File: src/rtl/muldiv_pkg.sv
// Shared encodings and helpers for the iterative multiply/divide unit.
package muldiv_pkg;

  typedef enum logic [2:0] {
    OP_MUL    = 3'b000,
    OP_MULH   = 3'b001,
    OP_MULHSU = 3'b010,
    OP_MULHU  = 3'b011,
    OP_DIV    = 3'b100,
    OP_DIVU   = 3'b101,
    OP_REM    = 3'b110,
    OP_REMU   = 3'b111
  } op_e;

  typedef enum logic [1:0] {
    S_IDLE = 2'd0,
    S_CALC = 2'd1,
    S_DONE = 2'd2
  } state_e;

  function automatic int cnt_width(input int xlen);
    return (xlen > 1) ? $clog2(xlen) : 1;
  endfunction

  function automatic logic is_div_op(input op_e o);
    return o[2];
  endfunction

  // Quotient-producing divide ops (DIV/DIVU) versus remainder ops (REM/REMU).
  function automatic logic is_quot_op(input op_e o);
    return o[2] & ~o[1];
  endfunction

  function automatic logic a_is_signed(input op_e o);
    return (o == OP_MUL) || (o == OP_MULH) || (o == OP_MULHSU) ||
           (o == OP_DIV) || (o == OP_REM);
  endfunction

  function automatic logic b_is_signed(input op_e o);
    return (o == OP_MUL) || (o == OP_MULH) || (o == OP_DIV) || (o == OP_REM);
  endfunction

endpackage

File: src/rtl/muldiv_abs.sv
// Splits one operand into magnitude and sign; unsigned operands pass straight through.
module muldiv_abs #(
  parameter int XLEN = 32
) (
  input  logic [XLEN-1:0] val_i,
  input  logic            signed_i,
  output logic [XLEN-1:0] mag_o,
  output logic            neg_o
);

  assign neg_o = signed_i & val_i[XLEN-1];
  assign mag_o = neg_o ? (XLEN'(0) - val_i) : val_i;

endmodule

File: src/rtl/muldiv_unit.sv
// Radix-2 sequential multiplier/divider: one product or quotient bit per cycle,
// with a short path for divide-by-zero and signed divide overflow.
module muldiv_unit
  import muldiv_pkg::*;
#(
  parameter int XLEN = 32
) (
  input  logic            clk,
  input  logic            rst_n,
  input  logic            in_valid,
  output logic            in_ready,
  input  logic [2:0]      op,
  input  logic [XLEN-1:0] a,
  input  logic [XLEN-1:0] b,
  input  logic            kill,
  output logic            out_valid,
  input  logic            out_ready,
  output logic [XLEN-1:0] result,
  output logic            z,
  output logic            n,
  output logic            v,
  output logic            dz
);

  localparam int CW = cnt_width(XLEN);
  localparam logic [CW-1:0]   CNT_LAST = CW'(XLEN - 1);
  localparam logic [XLEN-1:0] ALL_ONES = '1;
  localparam logic [XLEN-1:0] MIN_NEG  = {1'b1, {(XLEN-1){1'b0}}};

  state_e          state_q, state_d;
  logic [CW-1:0]   cnt_q, cnt_d;
  op_e             op_q, op_d;
  logic [XLEN-1:0] a_q, a_d, b_q, b_d;
  logic [XLEN-1:0] hi_q, hi_d, lo_q, lo_d;
  logic [XLEN-1:0] result_q, result_d;
  logic            z_q, z_d, n_q, n_d, v_q, v_d, dz_q, dz_d;

  // Operands come straight from the ports while idle so the first iteration
  // can be seeded on the accepting edge; afterwards the captured copies are used.
  op_e             op_cur;
  logic [XLEN-1:0] a_cur, b_cur, a_mag, b_mag;
  logic            a_neg, b_neg;

  assign op_cur = (state_q == S_IDLE) ? op_e'(op) : op_q;
  assign a_cur  = (state_q == S_IDLE) ? a : a_q;
  assign b_cur  = (state_q == S_IDLE) ? b : b_q;

  muldiv_abs #(.XLEN(XLEN)) u_abs_a (
    .val_i   (a_cur),
    .signed_i(a_is_signed(op_cur)),
    .mag_o   (a_mag),
    .neg_o   (a_neg)
  );

  muldiv_abs #(.XLEN(XLEN)) u_abs_b (
    .val_i   (b_cur),
    .signed_i(b_is_signed(op_cur)),
    .mag_o   (b_mag),
    .neg_o   (b_neg)
  );

  // One iteration: multiply shifts {hi,lo} right with a conditional add of |a|;
  // divide shifts the partial remainder left and restores when |b| does not fit.
  logic [XLEN:0]   mul_sum, div_shift;
  logic [XLEN-1:0] div_sub, step_hi, step_lo;
  logic            div_ge;

  assign mul_sum   = {1'b0, hi_q} + (lo_q[0] ? {1'b0, a_mag} : {(XLEN+1){1'b0}});
  assign div_shift = {hi_q, lo_q[XLEN-1]};
  assign div_ge    = div_shift >= {1'b0, b_mag};
  assign div_sub   = div_shift[XLEN-1:0] - b_mag;
  assign step_hi   = is_div_op(op_q) ? (div_ge ? div_sub : div_shift[XLEN-1:0])
                                     : mul_sum[XLEN:1];
  assign step_lo   = is_div_op(op_q) ? {lo_q[XLEN-2:0], div_ge}
                                     : {mul_sum[0], lo_q[XLEN-1:1]};

  logic [2*XLEN-1:0] prod_mag, prod;
  logic [XLEN-1:0]   quo, rem, fin_res;
  logic              fin_v;

  assign prod_mag = {step_hi, step_lo};
  assign prod     = (a_neg ^ b_neg) ? ((2*XLEN)'(0) - prod_mag) : prod_mag;
  assign quo      = (a_neg ^ b_neg) ? (XLEN'(0) - step_lo) : step_lo;
  assign rem      = a_neg ? (XLEN'(0) - step_hi) : step_hi;
  assign fin_v    = (op_q == OP_MUL) && (prod[2*XLEN-1:XLEN] != {XLEN{prod[XLEN-1]}});

  always_comb begin
    fin_res = prod[2*XLEN-1:XLEN];
    case (op_q)
      OP_MUL:          fin_res = prod[XLEN-1:0];
      OP_DIV, OP_DIVU: fin_res = quo;
      OP_REM, OP_REMU: fin_res = rem;
      default:         fin_res = prod[2*XLEN-1:XLEN];
    endcase
  end

  logic            sp_dz, sp_ovf;
  logic [XLEN-1:0] sp_res;

  assign sp_dz  = is_div_op(op_e'(op)) && (b == '0);
  assign sp_ovf = ((op_e'(op) == OP_DIV) || (op_e'(op) == OP_REM)) &&
                  (a == MIN_NEG) && (b == ALL_ONES);
  assign sp_res = sp_dz ? (is_quot_op(op_e'(op)) ? ALL_ONES : a)
                        : (is_quot_op(op_e'(op)) ? a : '0);

  always_comb begin
    state_d  = state_q;
    cnt_d    = cnt_q;
    op_d     = op_q;
    a_d      = a_q;
    b_d      = b_q;
    hi_d     = hi_q;
    lo_d     = lo_q;
    result_d = result_q;
    z_d      = z_q;
    n_d      = n_q;
    v_d      = v_q;
    dz_d     = dz_q;
    case (state_q)
      S_IDLE: begin
        if (in_valid) begin
          op_d  = op_e'(op);
          a_d   = a;
          b_d   = b;
          cnt_d = '0;
          if (sp_dz || sp_ovf) begin
            state_d  = S_DONE;
            result_d = sp_res;
            z_d      = (sp_res == '0);
            n_d      = sp_res[XLEN-1];
            v_d      = sp_ovf & ~sp_dz;
            dz_d     = sp_dz;
          end else begin
            state_d = S_CALC;
            hi_d    = '0;
            lo_d    = is_div_op(op_e'(op)) ? a_mag : b_mag;
          end
        end
      end
      S_CALC: begin
        if (kill) begin
          state_d = S_IDLE;
          cnt_d   = '0;
        end else begin
          hi_d  = step_hi;
          lo_d  = step_lo;
          cnt_d = cnt_q + CW'(1);
          if (cnt_q == CNT_LAST) begin
            state_d  = S_DONE;
            cnt_d    = '0;
            result_d = fin_res;
            z_d      = (fin_res == '0);
            n_d      = fin_res[XLEN-1];
            v_d      = fin_v;
            dz_d     = 1'b0;
          end
        end
      end
      S_DONE: begin
        if (kill || out_ready) state_d = S_IDLE;
      end
      default: state_d = S_IDLE;
    endcase
  end

  always_ff @(posedge clk or negedge rst_n) begin
    if (!rst_n) begin
      state_q  <= S_IDLE;
      cnt_q    <= '0;
      op_q     <= OP_MUL;
      a_q      <= '0;
      b_q      <= '0;
      hi_q     <= '0;
      lo_q     <= '0;
      result_q <= '0;
      z_q      <= 1'b0;
      n_q      <= 1'b0;
      v_q      <= 1'b0;
      dz_q     <= 1'b0;
    end else begin
      state_q  <= state_d;
      cnt_q    <= cnt_d;
      op_q     <= op_d;
      a_q      <= a_d;
      b_q      <= b_d;
      hi_q     <= hi_d;
      lo_q     <= lo_d;
      result_q <= result_d;
      z_q      <= z_d;
      n_q      <= n_d;
      v_q      <= v_d;
      dz_q     <= dz_d;
    end
  end

  assign in_ready  = (state_q == S_IDLE);
  assign out_valid = (state_q == S_DONE);
  assign result    = result_q;
  assign z         = z_q;
  assign n         = n_q;
  assign v         = v_q;
  assign dz        = dz_q;

endmodule
File: config.mk
export PLATFORM = sky130hd
export DESIGN_NAME = muldiv_unit
export DESIGN_NICKNAME = d
export VERILOG_FILES = /design/src/rtl/muldiv_pkg.sv /design/src/rtl/muldiv_abs.sv /design/src/rtl/muldiv_unit.sv
export SDC_FILE = /design/constraint.sdc
export NUM_CORES = 1
export LEC_CHECK = 0
export CAP_MARGIN = 20
export CORE_MARGIN = 2
export CORE_UTILIZATION = 45
export CTS_CLUSTER_DIAMETER = 100
export CTS_CLUSTER_SIZE = 8
export DETAILED_ROUTE_END_ITERATION = 8
export PLACE_DENSITY = 0.69
export SLEW_MARGIN = 20
export SYNTH_ARGS = -nofsm -noshare
export SYNTH_HDL_FRONTEND = slang
export SYNTH_HIERARCHICAL = 1
export SYNTH_SLANG_ARGS = --single-unit
export TNS_END_PERCENT = 10
File: constraint.sdc
create_clock -name clk -period 20.1 [get_ports clk]
set_input_delay 4.02 -clock clk [delete_from_list [all_inputs] [get_ports clk]]
set_output_delay 4.02 -clock clk [all_outputs]
set_load 0.02 [all_outputs]
==> results.sh <==
export IMPL_die_w_um=209
export IMPL_drc=0
export IMPL_finalSetupTns_ns=0
export IMPL_synth_nets=2670
export IMPL_clock_path_buffers=2
export IMPL_status="finished, final reports clean"
export IMPL_synth_area_um2=19000
export IMPL_synth_cell_types=112
export IMPL_path_class="in2reg"
export IMPL_period_share_pct=64.1
export IMPL_num_rows=75
export IMPL_critPathRequiredTime_ns=20.52
export IMPL_rsz0062_at_grt="false"
export IMPL_syn2layout_area_growth_pct=10.8
export IMPL_multi_input_comb_area_um2=13700
export IMPL_leakage_nw=8.48
export IMPL_cts_sinks=173
export IMPL_grt_max_degree=93
export IMPL_grt_use_total_pct=37.4
export IMPL_globalRouteOverflowTotal=0
export IMPL_finalSetupViolCount=0
export IMPL_cp_max_fo=62
export IMPL_io_pin_count=110
export IMPL_layout_common_cells="nand2_1, o21ai_0, nor2_1"
export IMPL_dieArea_um2=43800
export IMPL_dpl_hpwl_um=63300
export IMPL_nNetsFinal=2673
export IMPL_p_int_mw=1.52
export IMPL_synth_ff_type="dfrtp_1"
export IMPL_met2_usage_pct=55.2
export IMPL_irDropWorstVdd_uv=75.3
export IMPL_worstReg2RegStart="state_q[1]"
export IMPL_finClkSkew_ns=0.0226
export IMPL_globalRoute_busiestLayer="met2"
export IMPL_synth_seq_cells=173
export IMPL_cts_root_buf="clkbuf_16"
export IMPL_cts_reportedPaths_clkPinSlew_ns=0.07
export IMPL_cts_tree="yes"
export IMPL_drt_pass1_iter_count=7
export IMPL_final_util_pct=50.3
export IMPL_ant_nets=0
export IMPL_antenna_found_initial=2
export IMPL_start_kind="input port"
export IMPL_async_flop_share_pct=100
export IMPL_initial_utilization_pct=45.4
export IMPL_drive_gt1_share_pct=9.60
export IMPL_switching_share_pct=59.1
export IMPL_h_tree_depth=4
export IMPL_worstSetupEndpointType="flop"
export IMPL_worstMarginPinSlew_ns=1.25
export IMPL_gp_congestion=1.02
export IMPL_grtUsageMet1_pct=51.9
export IMPL_grt_use_met3_pct=7.72
export IMPL_min_period_ns=12.87
export IMPL_cts_buffers=17
export IMPL_worstReg2RegEnd="z"
export IMPL_insertion_delay_ns=0.50
export IMPL_wire_per_inst_um=26.9
export IMPL_fillers=4071
export IMPL_drv_cap=0
export IMPL_postSynthCellCount=2526
export IMPL_reg2regPathDepth=30
export IMPL_grt_pass1_wl_um=123000
export IMPL_holdCritPathClass="reg2reg"
export IMPL_cts_resized_gates=0
export IMPL_switchingPower_mw=2.20
export IMPL_drt_iter0_markers=2643
export IMPL_final_common_cell="nand2_1"
export IMPL_seq_area_frac_synth_pct=22.8
export IMPL_arrival_ns=13.29
export IMPL_portBuffers=109
export IMPL_drt_wl_total_um=83000
export IMPL_postSynthAreaPerCell_um2=7.50
export IMPL_hold_buffers=0
export IMPL_fmax_ghz=0.0777
export IMPL_r2r_slack_ns=9.84
export IMPL_hold_start="b_q[24]"
export IMPL_comb_power_share_pct=75.4
export IMPL_ys_warn_count=6
export IMPL_crit_start="op[2]"
export IMPL_crit_slowest_cell="o21ai_0"
export IMPL_slew_headroom_pct=15.5
export IMPL_maxSlewViolCount=0
export IMPL_min_to="b_q[24]"
export IMPL_holdPathStages=2
export IMPL_vias_per_cell=6.62
export IMPL_pwr_share_seq_pct=14.9
export IMPL_synth_edf_count=0
export IMPL_core_area_um2=41800
export IMPL_slowest_delay_ns=1.02
export IMPL_die_y_um=209
export IMPL_vias=20400
export IMPL_clockPowerShare_pct=9.7
export IMPL_post_cts_buffers=0
export IMPL_grt_pass1_vias=18900
export IMPL_hold_violations=0
export IMPL_seqCellArea_um2=4330
export IMPL_powerDensity_nw_per_um2=177
-- Yosys cell counts (15+ instances only) --
master      n  area share, %
nand2_1   428            8.5
o21ai_0   198            5.2
nor2_1    176            3.5
dfrtp_1   173             23
a21oi_1   137            3.6
clkbuf_1  123            2.4
xnor2_1   114            5.3
mux2_2     84            5.0
ha_1       70            4.6
inv_1      64            1.3
o211ai_1   61            2.4
xor2_1     59            2.7
a31oi_1    54            1.8
nand3_1    53            1.4
nor3_1     49            1.3
nor4_1     49            1.6
and2_1     47            1.6
nand4_1    43            1.4
mux2i_1    40            2.1
o31ai_1    36            1.4
a21o_1     28            1.1
o21a_1     27            1.1
buf_2      24           0.63
or3_1      24           0.79
a211oi_1   16           0.63
and3_1     15           0.50
nand2b_1   15           0.50
nor2b_1    15           0.50
-- registers in the layout, summed over array words and instances, names as in the netlist --
| register | count |
|---|---|
| state_q | 2 |
| b_q | 32 |
| hi_q | 32 |
| v | 1 |
| lo_q | 32 |
| dz | 1 |
| cnt_q | 5 |
| op_q | 3 |
| result | 32 |
| a_q | 32 |
| z | 1 |
-- power groups by stage --
stage / logic (mW) / registers (mW) / clock network, mW
after global routing: 2.96 / 0.565 / 0.373
final: 2.80 / 0.556 / 0.359
after floorplan: 1.86 / 0.501 / 0
after detailed placement: 2.69 / 0.556 / 0
after global placement: 2.68 / 0.553 / 0
after CTS: 2.70 / 0.550 / 0.362
-- through the flow --
step / hold WS [ns] / instance area, um2 / setup slack [ns] / instances / power (mW)
floorplan: 0.442 / 19000 / 9.23 / 2526 / 2.37
global placement: 0.453 / 20400 / 7.11 / 3049 / 3.23
detailed placement: 0.459 / 20400 / 7.13 / 3049 / 3.25
CTS: 0.477 / 21000 / 7.64 / 3081 / 3.62
global route: 0.491 / 21000 / 6.92 / 3082 / 3.90
finish: 0.473 / 21000 / 7.23 / 3085 / 3.72
-- routing by layer --
metal	wire (um)	share of wire (%)
met1	35200	42
met2	35600	43
met3	8000	9.6
met4	4270	5.1
met5	0	0
-- worst max-delay path, delay by kind of cell --
| kind | cells | cell delay [ns] |
|---|---|---|
| xor+xnor | 1 | 0.17 |
| simple gates | 9 | 3.12 |
| mux | 1 | 0.16 |
| buf+inv | 6 | 1.42 |
| fa+ha+maj | 2 | 0.59 |
| compound gates | 10 | 3.76 |
-- final cells by class --
| type | instances | share of cell area, % |
|---|---|---|
| flip-flops and latches | 173 | 20.6 |
| diodes | 4 | 0.0477 |
| inverters | 69 | 1.23 |
| clock buffers | 20 | 2.17 |
| repair buffers | 148 | 6.57 |
| well taps | 539 | 3.21 |
| multi-input cells | 2120 | 65.5 |
| clock inverters | 12 | 0.679 |
-- logic make-up after synthesis --
logic type | Yosys count | synth area share (%)
adders and majority gates | 72 | 4.83
xor gates and xnor gates | 173 | 7.99
buffers and inverters | 233 | 4.99
DFF | 173 | 22.8
AOI/OAI and AO/OA | 742 | 26.2
and+or+nand+nor | 1008 | 26.0
muxes | 125 | 7.17
-- worst max-delay path by stage --
stage          cells after the start  endpoint  slack, ns
4_1_cts                           29         z       7.64
3_5_place_dp                      30         z       7.13
3_3_place_gp                      30         z       7.11
5_1_grt                           30         z       6.92
2_1_floorplan                     30         v       9.23
6_report                          29         z       7.23
(Power assumes the default switching activity.)
